## config.mk

```make
export PLATFORM = sky130hd
export DESIGN_NAME = alu_multiciclo
export DESIGN_NICKNAME = d
export VERILOG_FILES = /design/src/rtl/alu_multiciclo.sv
export SDC_FILE = /design/constraint.sdc
export NUM_CORES = 1
export LEC_CHECK = 0
export ABC_CLOCK_PERIOD_IN_PS = 4630
export CORE_MARGIN = 2
export CORE_UTILIZATION = 30
export DETAILED_ROUTE_END_ITERATION = 16
export SYNTH_ARGS = -nofsm -noshare
export SYNTH_HDL_FRONTEND = slang
export SYNTH_SLANG_ARGS = --single-unit
```

## constraint.sdc

```tcl
create_clock -name clk -period 4.63 [get_ports clk]
set_input_delay 1.1575 -clock clk [delete_from_list [all_inputs] [get_ports clk]]
set_output_delay 1.1575 -clock clk [all_outputs]
set_load 0.01 [all_outputs]
```

## src/rtl/alu_multiciclo.sv

```systemverilog
// rtl/alu_multiciclo.sv - multicycle MIPS ALU with start/busy/done handshake
//
// Purpose: logic, add/sub and slt finish in one cycle; unsigned multiply
// (shift-add) and unsigned divide (restoring) take ANCHO iteration cycles.
//
// Ports:
//   clk        rising-edge clock
//   rst        synchronous, active-high reset
//   inicio     start request, honoured only while idle
//   control    4-bit operation code from the ALU-control decoder
//   a, b       operands (rs, rt/immediate)
//   resultado  registered result, held until the next completion
//   cero       registered flag, resultado == 0
//   listo      one-cycle completion pulse
//   ocupado    high from the cycle after capture through the listo cycle

module alu_multiciclo #(
  parameter int ANCHO = 32
) (
  input  logic             clk,
  input  logic             rst,
  input  logic             inicio,
  input  logic [3:0]       control,
  input  logic [ANCHO-1:0] a,
  input  logic [ANCHO-1:0] b,
  output logic [ANCHO-1:0] resultado,
  output logic             cero,
  output logic             listo,
  output logic             ocupado
);

  localparam int CW = (ANCHO > 1) ? $clog2(ANCHO) : 1;

  localparam logic [3:0] OP_AND = 4'b0000;
  localparam logic [3:0] OP_OR  = 4'b0001;
  localparam logic [3:0] OP_ADD = 4'b0010;
  localparam logic [3:0] OP_XOR = 4'b0101;
  localparam logic [3:0] OP_SUB = 4'b0110;
  localparam logic [3:0] OP_SLT = 4'b0111;
  localparam logic [3:0] OP_MUL = 4'b1000;
  localparam logic [3:0] OP_DIV = 4'b1010;
  localparam logic [3:0] OP_NOR = 4'b1100;

  typedef enum logic [1:0] {
    S_IDLE = 2'd0,
    S_ITER = 2'd1,
    S_FIN  = 2'd2
  } estado_t;

  estado_t          r_estado;
  logic             r_es_div;
  logic [CW-1:0]    r_cnt;
  // Shared iteration registers:
  //   mul: r_x = partial product, r_y = multiplicand (shifts left),
  //        r_z = multiplier (shifts right)
  //   div: r_x = partial remainder, r_y = divisor,
  //        r_z = dividend shifting out at the top, quotient bits in at the bottom
  logic [ANCHO-1:0] r_x;
  logic [ANCHO-1:0] r_y;
  logic [ANCHO-1:0] r_z;
  logic [ANCHO-1:0] r_res;
  logic             r_cero;
  logic             r_listo;
  logic             r_ocupado;

  logic [ANCHO-1:0] w_simple;
  logic [ANCHO-1:0] w_mul_acc;
  logic [ANCHO:0]   w_rem_sh;
  logic [ANCHO:0]   w_diff;
  logic             w_q_bit;
  logic [ANCHO-1:0] w_rem_nxt;
  logic [ANCHO-1:0] w_quo_nxt;
  logic [ANCHO-1:0] w_fin;
  logic             w_iterativa;

  assign w_iterativa = (control == OP_MUL) || (control == OP_DIV);

  // Single-cycle datapath, evaluated from the operands present at capture.
  always_comb begin
    w_simple = '0;
    case (control)
      OP_ADD:  w_simple = a + b;
      OP_SUB:  w_simple = a - b;
      OP_AND:  w_simple = a & b;
      OP_OR:   w_simple = a | b;
      OP_XOR:  w_simple = a ^ b;
      OP_NOR:  w_simple = ~(a | b);
      OP_SLT:  w_simple = {{(ANCHO-1){1'b0}}, ($signed(a) < $signed(b))};
      default: w_simple = '0;
    endcase
  end

  // One shift-add step.
  assign w_mul_acc = r_z[0] ? (r_x + r_y) : r_x;

  // One restoring-division step. A zero divisor never produces a borrow,
  // so every quotient bit comes out 1 and the quotient is all ones.
  assign w_rem_sh  = {r_x, r_z[ANCHO-1]};
  assign w_diff    = w_rem_sh - {1'b0, r_y};
  assign w_q_bit   = ~w_diff[ANCHO];
  assign w_rem_nxt = w_q_bit ? w_diff[ANCHO-1:0] : w_rem_sh[ANCHO-1:0];
  assign w_quo_nxt = {r_z[ANCHO-2:0], w_q_bit};

  assign w_fin = r_es_div ? w_quo_nxt : w_mul_acc;

  always_ff @(posedge clk) begin
    if (rst) begin
      r_estado  <= S_IDLE;
      r_es_div  <= 1'b0;
      r_cnt     <= '0;
      r_x       <= '0;
      r_y       <= '0;
      r_z       <= '0;
      r_res     <= '0;
      r_cero    <= 1'b1;
      r_listo   <= 1'b0;
      r_ocupado <= 1'b0;
    end else begin
      case (r_estado)
        S_IDLE: begin
          if (inicio) begin
            r_ocupado <= 1'b1;
            if (w_iterativa) begin
              r_es_div <= (control == OP_DIV);
              r_cnt    <= CW'(ANCHO - 1);
              r_x      <= '0;
              if (control == OP_DIV) begin
                r_y <= b;
                r_z <= a;
              end else begin
                r_y <= a;
                r_z <= b;
              end
              r_estado <= S_ITER;
            end else begin
              r_res    <= w_simple;
              r_cero   <= (w_simple == '0);
              r_listo  <= 1'b1;
              r_estado <= S_FIN;
            end
          end
        end

        S_ITER: begin
          if (r_es_div) begin
            r_x <= w_rem_nxt;
            r_z <= w_quo_nxt;
          end else begin
            r_x <= w_mul_acc;
            r_y <= r_y << 1;
            r_z <= r_z >> 1;
          end
          // The last step's value goes straight to the result register.
          if (r_cnt == '0) begin
            r_res    <= w_fin;
            r_cero   <= (w_fin == '0);
            r_listo  <= 1'b1;
            r_estado <= S_FIN;
          end else begin
            r_cnt <= r_cnt - 1'b1;
          end
        end

        S_FIN: begin
          r_listo   <= 1'b0;
          r_ocupado <= 1'b0;
          r_estado  <= S_IDLE;
        end

        default: begin
          r_listo   <= 1'b0;
          r_ocupado <= 1'b0;
          r_estado  <= S_IDLE;
        end
      endcase
    end
  end

  assign resultado = r_res;
  assign cero      = r_cero;
  assign listo     = r_listo;
  assign ocupado   = r_ocupado;

endmodule

```

==> out/qor.yml <==
route:
  drt_first_iter_violations: 1856
  ant_nets: 0
  vias: 20400
  wire_per_inst_um: 22.4
  avgViaCountPerCell: 5.72
  first_pass_iters: 5
  routed_wl_um: 79800
  route.detailed.drc: 0
worst_hold_path:
  hold_depth: 2
  holdCritStartpoint: "resultado[23]"
  worstHoldEndpoint: "resultado[23]"
  hold_class: "flip-flop to flip-flop"
synth:
  ys_ff_latch: 139
  synthArstFlopShare_pct: 0
  yosysSeqAreaShare_pct: 16.3
  synth_edf_count: 0
  synth_nets: 2646
  synth_area_um2: 17100
  yosys_warnings: 0
  synthDistinctLibCells: 88
  ys.flop_type: "dfxtp_1"
  synth_cells: 2393
  post_synth.cell_area_avg_um2: 7.14
global_route:
  grt_max_degree: 62
  grt_usage_pct: 26.1
  grt_first_pass_wirelength_um: 120000
  antenna_found_initial: 1
  first_global_vias: 19400
  grt_overflow: 0
setup_path:
  path_class: "primary input to flip-flop"
  crit_top_cell: "buf_4"
  path_cells: "clkdlybuf4s50_1 > inv_1 > buf_4 > ha_1 > buf_4 > o311ai_1 > buf_4 > a2111o_1 > and2_4 > o211ai_1 > or3_1 > nor4_2 > o2111a_1 > nand4_1 > nor4_2 > nand4_1 > nand2_1"
  cp_max_fo: 3
  cp.required_ps: 5010
  slowest_stage: "clkdlybuf4s50_1"
  cp_slowest_stage_delay_ps: 480
  r2r-start: "r_x[9]"
  crit_buf_inv: 5
  r2r_slack_ps: 260
  r2r-end: "cero"
  endpoint_kind: "flip-flop"
  arrival_ps: 4930
  setup.worst_path.start_class: "primary input"
  critPathTopFamily: "simple AND/OR/NAND/NOR gates"
  ff2ff_path_depth: 14
floorplan:
  ios: 106
  core-area_um2: 56400
  rows: 87
  initial_core_util_pct: 30.3
  die_y_um: 243
  die_w_um: 243
  die-area_um2: 58900
timing:
  setup_violations: 0
  slew_viol_final: 0
  max_freq_mhz: 220
  finalHoldViolations: 0
  tightest_slew_ps: 961
  period_share_pct: 98.2
  skew_ps: 8.84
  layout_setup_ws_ps: 81.6
  fin_crit_ps: 4550
  max_slew_margin_pct: 35.8
clock_tree:
  clock_latency_ps: 440
  cts_htree_levels: 4
  clockBufferDepth: 2
  path_clk_slew_ps: 60
  cts_sinks: 139
  cts_hold_buf: 0
  numCtsBuffers: 17
  clock-root-buffer: "clkbuf_16"
  cts_tree: "built"
job:
  maxCapViolCount: 0
placement:
  post-place-ws_ps: -814
  portBuffers: 105
  dp.cells: 3515
  placed_area_um2: 21700
  gp_congestion: 0.952
  hpwl_um: 64400
power_and_ir_drop:
  ir_worst_vdd_mv: 0.261
  leakage_nw: 9.77
  power_density_nw_per_um2: 242
layout:
  instances_no_fill: 3555
  layout-area-overhead-vs-synth_pct: 34.0
  layout_commonest_cell: "buf_4"
  num-nets-final: 3039
  multi_input_area_um2: 13600
  drive_gt1_share_pct: 20.7
  nFillCells: 5922
  layout.area.seq_um2: 2790
  final_area_um2: 22900
  layout_common_cells: "428 x buf_4, 271 x nand2_1, 251 x a21oi_1, 169 x nor2_1, 168 x ha_1"
outcome:
  status: "completed"
## power breakdown
group / internal, mW / total (mW) / switching (mW)
combinational: 1.16 / 2.70 / 1.53
sequential: 1.28 / 1.37 / 0.0971
clock: 0.926 / 1.47 / 0.539
## cell type report
cell class	instances	area share [%]
inverter	147	2.41
timing repair buffer	538	19.1
clock inverter	7	0.612
clock buffer	24	2.06
antenna	1	0.0109
tap	756	4.13
sequential	139	12.2
multi-input combinational	1943	59.5
## synth_stat cells (all sizes together), types with 14 or more instances
master	instances	area share, %
nand4	28	1.0
a32o	15	0.88
o22ai	41	1.5
o21bai	17	0.75
nand3	44	1.3
or3	18	0.66
a31oi	16	0.59
o21a	32	1.4
xnor2	42	2.2
o31ai	17	0.75
a21o	46	2.0
o211ai	96	4.2
buf	29	0.78
o21ai	111	3.3
a21oi	264	7.7
ha	178	13
nor3	49	1.4
nor2b	16	0.59
a211oi	35	1.6
a311oi	14	0.72
clkbuf	135	3.0
and3	20	0.73
nand2b	26	0.95
xor2	18	1.0
nand2	271	6.0
mux2i	67	3.9
nor2	172	3.8
dfxtp	139	16
a22oi	31	1.4
inv	146	3.2
and2	19	0.70
## logic make-up (layout without fill, tap and decap cells)
logic type | after synthesis | in the layout | synth area share (%)
adder cells (fa/ha/maj) | 182 | 182 | 13.5
AND/OR/NAND/NOR | 722 | 722 | 19.7
other | 0 | 1 | 0
buffers and inverters | 311 | 716 | 6.98
multiplexers | 70 | 70 | 4.12
XOR/XNOR | 60 | 60 | 3.23
flip-flops | 139 | 139 | 16.3
AO/OA/AOI/OAI | 909 | 909 | 36.2
## per-stage QoR
step | util, % | hold WS (ps) | setup TNS (ps) | power [mW]
after floorplan | - | 458 | 0 | 2.81
after global placement | 38.6 | 446 | -7180 | 3.93
after detailed placement | 38.6 | 451 | -7990 | 3.95
after CTS | 40.0 | 459 | -17.4 | 5.45
after global routing | 40.6 | 479 | -11.7 | 5.81
final | 40.6 | 459 | 0 | 5.53
## metal layers
| layer | GRT usage [%] | share of wire (%) | up-vias |
|---|---|---|---|
| li1 | - | - | 9656 |
| met1 | 37.4 | 47 | 9853 |
| met2 | 42.1 | 45 | 749 |
| met3 | 2.29 | 5.9 | 94 |
| met4 | 6.46 | 2.4 | 0 |
| met5 | 0 | 0 | - |
## sequential cells by signal (all words and copies together) (netlist names)
register   flops
r_cnt          5
ocupado        1
listo          1
r_y           32
r_x           32
resultado     32
r_z           32
r_estado       2
r_es_div       1
cero           1
## how the worst max path moves through the flow
stage               slack (ps)  depth (start not counted)    to  start
finish                      80                         17  cero   b[2]
global route               -10                         16  cero  b[15]
CTS                        -20                         15  cero   a[0]
detailed placement        -810                         16  cero   a[0]
global placement          -820                         16  cero   a[0]
floorplan                  430                         14  cero   b[6]
## worst min-delay path, cell delays in order (launching register included)
cell and delay [ps]:
dfxtp_1 310, nand2_1 50, a21oi_1 50
## timing repair
item / in CTS / in global routing
endpoints found under the hold margin: 0 / 0
gates resized for setup: 38 / 70
pin swaps: 5 / 24
setup endpoints to repair: 7 / 8
setup buffers: 4 / 4
Power figures use the tool's default switching activity.
